[config.mk]
export PLATFORM = sky130hd
export DESIGN_NAME = dmem_controller
export DESIGN_NICKNAME = d
export VERILOG_FILES = /design/src/rtl/dmem_controller.sv
export SDC_FILE = /design/constraint.sdc
export NUM_CORES = 1
export LEC_CHECK = 0
export CELL_PAD_IN_SITES_DETAIL_PLACEMENT = 1
export CELL_PAD_IN_SITES_GLOBAL_PLACEMENT = 2
export CORE_MARGIN = 3
export CORE_UTILIZATION = 26
export DETAILED_ROUTE_END_ITERATION = 16
export GPL_TIMING_DRIVEN = 1
export PLACE_DENSITY = 0.84
export SYNTH_ARGS = -nofsm -noshare
export SYNTH_HDL_FRONTEND = slang
export SYNTH_SLANG_ARGS = --single-unit
[constraint.sdc]
create_clock -name clk_i -period 2.6 [get_ports clk_i]
set_input_delay 0.26 -clock clk_i [delete_from_list [all_inputs] [get_ports clk_i]]
set_output_delay 0.26 -clock clk_i [all_outputs]
set_load 0.01 [all_outputs]
[src/rtl/dmem_controller.sv]
// dmem_controller
//   Sequences 32-bit word loads/stores onto a byte-wide data memory, one byte
//   per cycle, little-endian. Two requesters share the single memory port
//   (m0 = CPU MEM stage, m1 = loader/debug), arbitrated round-robin.
//
// Ports
//   clk_i, rst_i          clock, synchronous active-high reset
//   mN_req_i              access request, held until mN_ack_o
//   mN_we_i               1 = store word, 0 = load word
//   mN_addr_i             byte address of the word (unaligned allowed)
//   mN_wdata_i            store data
//   mN_ack_o              one-cycle completion pulse
//   mN_rdata_o            load data, held until the next load on that port
//   mem_addr_o            byte address to memory
//   mem_wdata_o           byte to write
//   mem_we_o, mem_re_o    byte write / read strobes
//   mem_rdata_i           read byte, combinational from mem_addr_o
//   busy_o                high whenever an access is in progress
//
// state | meaning
// IDLE  | arbitrate, latch the granted request
// XFER  | move one byte per cycle, cnt = 0..3
// DONE  | ack the granted port, strobes low

module dmem_controller #(
  parameter int ADDR_W = 32,
  parameter int DATA_W = 32
) (
  input  logic              clk_i,
  input  logic              rst_i,
  input  logic              m0_req_i,
  input  logic              m0_we_i,
  input  logic [ADDR_W-1:0] m0_addr_i,
  input  logic [DATA_W-1:0] m0_wdata_i,
  output logic              m0_ack_o,
  output logic [DATA_W-1:0] m0_rdata_o,
  input  logic              m1_req_i,
  input  logic              m1_we_i,
  input  logic [ADDR_W-1:0] m1_addr_i,
  input  logic [DATA_W-1:0] m1_wdata_i,
  output logic              m1_ack_o,
  output logic [DATA_W-1:0] m1_rdata_o,
  output logic [ADDR_W-1:0] mem_addr_o,
  output logic [7:0]        mem_wdata_o,
  output logic              mem_we_o,
  output logic              mem_re_o,
  input  logic [7:0]        mem_rdata_i,
  output logic              busy_o
);

  typedef enum logic [1:0] {IDLE, XFER, DONE} state_t;

  state_t            state, state_nxt;
  logic [1:0]        cnt;
  logic              last_grant;
  logic              port_q;
  logic              we_q;
  logic [ADDR_W-1:0] addr_q;
  logic [DATA_W-1:0] wdata_q;
  logic [DATA_W-1:0] rd_buf;

  logic              any_req;
  logic              grant_sel;
  logic [4:0]        byte_lsb;

  assign any_req  = m0_req_i | m1_req_i;
  // On contention pick the port that did not win last time; reset value of
  // last_grant = 1 makes the first contest go to m0.
  assign grant_sel = (m0_req_i && m1_req_i) ? ~last_grant : m1_req_i;
  assign byte_lsb = {cnt, 3'b000};

  always_ff @(posedge clk_i) begin
    if (rst_i) begin
      state      <= IDLE;
      cnt        <= 2'd0;
      last_grant <= 1'b1;
      port_q     <= 1'b0;
      we_q       <= 1'b0;
      addr_q     <= '0;
      wdata_q    <= '0;
      rd_buf     <= '0;
      m0_rdata_o <= '0;
      m1_rdata_o <= '0;
    end else begin
      state <= state_nxt;
      case (state)
        IDLE: begin
          if (any_req) begin
            port_q     <= grant_sel;
            last_grant <= grant_sel;
            we_q       <= grant_sel ? m1_we_i    : m0_we_i;
            addr_q     <= grant_sel ? m1_addr_i  : m0_addr_i;
            wdata_q    <= grant_sel ? m1_wdata_i : m0_wdata_i;
            cnt        <= 2'd0;
          end
        end
        XFER: begin
          cnt <= cnt + 2'd1;
          if (!we_q) begin
            rd_buf[byte_lsb +: 8] <= mem_rdata_i;
            // Publish the assembled word on the same edge the last byte
            // arrives so rdata is already valid during the ack cycle.
            if (cnt == 2'd3) begin
              if (port_q) m1_rdata_o <= {mem_rdata_i, rd_buf[DATA_W-9:0]};
              else        m0_rdata_o <= {mem_rdata_i, rd_buf[DATA_W-9:0]};
            end
          end
        end
        default: ;
      endcase
    end
  end

  always_comb begin
    state_nxt   = state;
    mem_addr_o  = '0;
    mem_wdata_o = 8'h00;
    mem_we_o    = 1'b0;
    mem_re_o    = 1'b0;
    m0_ack_o    = 1'b0;
    m1_ack_o    = 1'b0;
    busy_o      = (state != IDLE);
    case (state)
      IDLE: begin
        if (any_req) state_nxt = XFER;
      end
      XFER: begin
        mem_addr_o = addr_q + ADDR_W'(cnt);
        if (we_q) begin
          mem_we_o    = 1'b1;
          mem_wdata_o = wdata_q[byte_lsb +: 8];
        end else begin
          mem_re_o = 1'b1;
        end
        if (cnt == 2'd3) state_nxt = DONE;
      end
      DONE: begin
        m0_ack_o  = ~port_q;
        m1_ack_o  = port_q;
        state_nxt = IDLE;
      end
      default: state_nxt = IDLE;
    endcase
  end

endmodule
==> run metrics <==
vias in the first global route=7529; crit path max fanout=7; drt initial violations=358; placed insts=1496; first-pass GRT wire length=41600 µm; Final Util=0.414; Final Hold Vio Count=0; Finished Layout Cells=1533; largest net degree at the start of global routing=72; Tot GR Track Use=0.174; Required @ worst endpoint=2.34 ns; Die Wd=174 µm; Rel. slew slack=0.461; Worst Hold Class=primary input to flop; Hold Path Depth=2; TritonCTS buffer count=17; Seq/Total Area, Yosys=0.435; Final TNS setup=-2.08 ns; area of the core=27300 µm²; f_max=357 MHz; Avg WL per Cell=17.6 µm; Post-Synth XOR/XNOR Area=0.0132; Syn Area/Cell=8.31 µm²; Worst-Skew Late Latency=0.43 ns; failing checks=negative setup slack; commonest non-fill, non-tap cell in the layout=clkdlybuf4s50_1; number of synthesized flops with an enable pin=0; syn_nets=1031; clk_skew=0.0120 ns; Post-synth top flop=dfxtp_1; Synth Area in Compound Gates=0.162; CTS sink count=159; GRT overflow=0; Setup Viol. Count Final=15; DRC Markers=0; Port Buffers=250; commonest cells after routing, fill and taps aside=clkdlybuf4s50_1, nand2_1, dfxtp_1; routed via count=7305; Setup WS pre-CTS=-0.265 ns; Mapped Area=7320 µm²; Final Net Count=1298; I/O pins=251; largest family of logic cells by synthesized area=simple AND/OR/NAND/NOR gates; share of cells above drive strength 1=0.151; post-synthesis mux area share=0.116; row cnt=60; worst r2r src=cnt[1]; post-route cell area=11300 µm²; clock slew at reported path FFs=0.07 ns; initial antenna violation count=1; drt total wl=26900 µm; reg2reg setup slack=0.63 ns; adder-cell share of the synthesized area=0.0147; Yosys cell types=41; full die area=30200 µm²; Hold Crit Start=rst_i; fin crit share=1.08; worst hold margin=0.398 ns; CP Class=flop to output port; Pwr per Cell Area=551 nW/µm²; startpoint types=flop; hold-critical path endpoint=port_q; Pre-antenna DRT Iters=4; CTS max path bufs=2; reg2reg end=rd_buf[8]; Worst Setup End Kind=output port; Worst R2R Path Depth=8; Final WS setup=-0.203 ns; TritonCTS clock tree=done; Final Power=6.23 mW; status=finished with violations; Leakage=4.10 nW; remaining antenna violation count=0; Final Slew Violations=0; FFs w/ async S/R, synth=0; clock root buffer=clkbuf_16; Syn-to-layout area delta=54.4%; WP data arrival=2.54 ns; Initial Util=0.268; vias per cell=4.77; Placer Congestion=0.763; Post-CTS Hold Fix Bufs=0; YS warnings=0; max cap viols=0; dpl hpwl=19600 µm; DP Area=10600 µm²; RSZ-0062 raised after global routing=true; Tmin final=2.80 ns; simple-gate portion of the synthesized area=0.218; Slew @ Worst Pin=0.809 ns; Max IR drop VDD=0.000431 V; Post-Syn Instances=881; Synth Register Bits=159; die height=174 µm; H-tree depth=4
-- routing by layer --
metal	global-route usage	routed length, µm	vias to the layer above
met1	0.213	11800	3434
met3	0.0561	2100	21
li1	-	-	3628
met4	0.0419	291	2
met5	0	9	-
met2	0.298	12700	220
-- timing repair --
action                     4_1_cts  5_1_grt
setup buffers                    6        0
gates resized for setup        119       24
setup endpoints to repair       28       33
pin swaps                       27        8
-- critical path: stages, from the launching register on --
cell     delay (ns)
dfxtp_2        0.35
ha_4           0.27
a21oi_4        0.05
or4b_4         0.56
buf_6          0.18
or4_4          0.41
a21oi_2        0.14
buf_2          0.15
-- power by group --
| part | leakage [nW] | total, mW | internal [mW] | switching (mW) |
|---|---|---|---|---|
| logic | 2.52 | 1.06 | 0.543 | 0.515 |
| registers | 1.30 | 2.65 | 2.56 | 0.0915 |
| clock network | 0.281 | 2.52 | 1.38 | 1.14 |
| total | 4.10 | 6.23 | 4.48 | 1.75 |
-- state kept, by name (all words and copies together) (netlist names) --
signal,cells
last_grant,1
m0_rdata_o,32
m1_rdata_o,32
rd_buf,24
cnt,2
state,2
we_q,1
wdata_q,32
addr_q,32
port_q,1
-- Yosys cell counts (all sizes together) (2+ instances only) --
| library cell | instances | area (µm²) |
|---|---|---|
| nand2 | 169 | 634 |
| nor2 | 81 | 304 |
| nand4 | 7 | 43.8 |
| o21ai | 8 | 40.0 |
| a21oi | 107 | 536 |
| clkbuf | 60 | 225 |
| o31ai | 8 | 60.1 |
| or4 | 8 | 60.1 |
| inv | 5 | 18.8 |
| nor2b | 2 | 12.5 |
| mux4 | 8 | 180 |
| xnor2 | 5 | 43.8 |
| and2 | 6 | 37.5 |
| or3 | 7 | 43.8 |
| a211oi | 65 | 488 |
| nor3b | 6 | 45.0 |
| and3 | 14 | 87.6 |
| nor4 | 4 | 25.0 |
| nand3 | 39 | 200 |
| and3b | 2 | 17.5 |
| o31a | 2 | 17.5 |
| dfxtp | 159 | 3180 |
| ha | 7 | 87.6 |
| buf | 11 | 57.6 |
| mux2i | 67 | 671 |
| xor2 | 6 | 52.6 |
| nand2b | 3 | 18.8 |
| and4 | 3 | 26.3 |
| o21a | 3 | 22.5 |
-- logic make-up after synthesis --
kind of cell | after synthesis
AND/OR/NAND/NOR | 356
adder cells (fa/ha/maj) | 8
flip-flops | 159
XOR/XNOR | 11
AO/OA/AOI/OAI | 196
multiplexers | 75
buffers and inverters | 76
-- layout make-up --
class,count,area [µm²]
clock buffer,18,439
clock inverter,13,145
timing repair buffer,319,2990
inverter,5,18.8
sequential,159,3190
fill,3214,16000
multi-input combinational,646,4060
antenna,1,2.50
tap,372,465
-- worst max path at each step --
stage	from	end	slack, ns	cells after the start
after detailed placement	cnt[1]	mem_addr_o[26]	-0.26	7
after floorplan	cnt[0]	mem_addr_o[25]	0.21	6
final	cnt[1]	mem_addr_o[19]	-0.20	7
after CTS	cnt[1]	mem_addr_o[19]	-0.26	7
after global placement	cnt[1]	mem_addr_o[15]	-0.22	7
after global routing	cnt[1]	mem_addr_o[17]	-0.28	7
No activity file was read; power rests on OpenSTA's default activity.
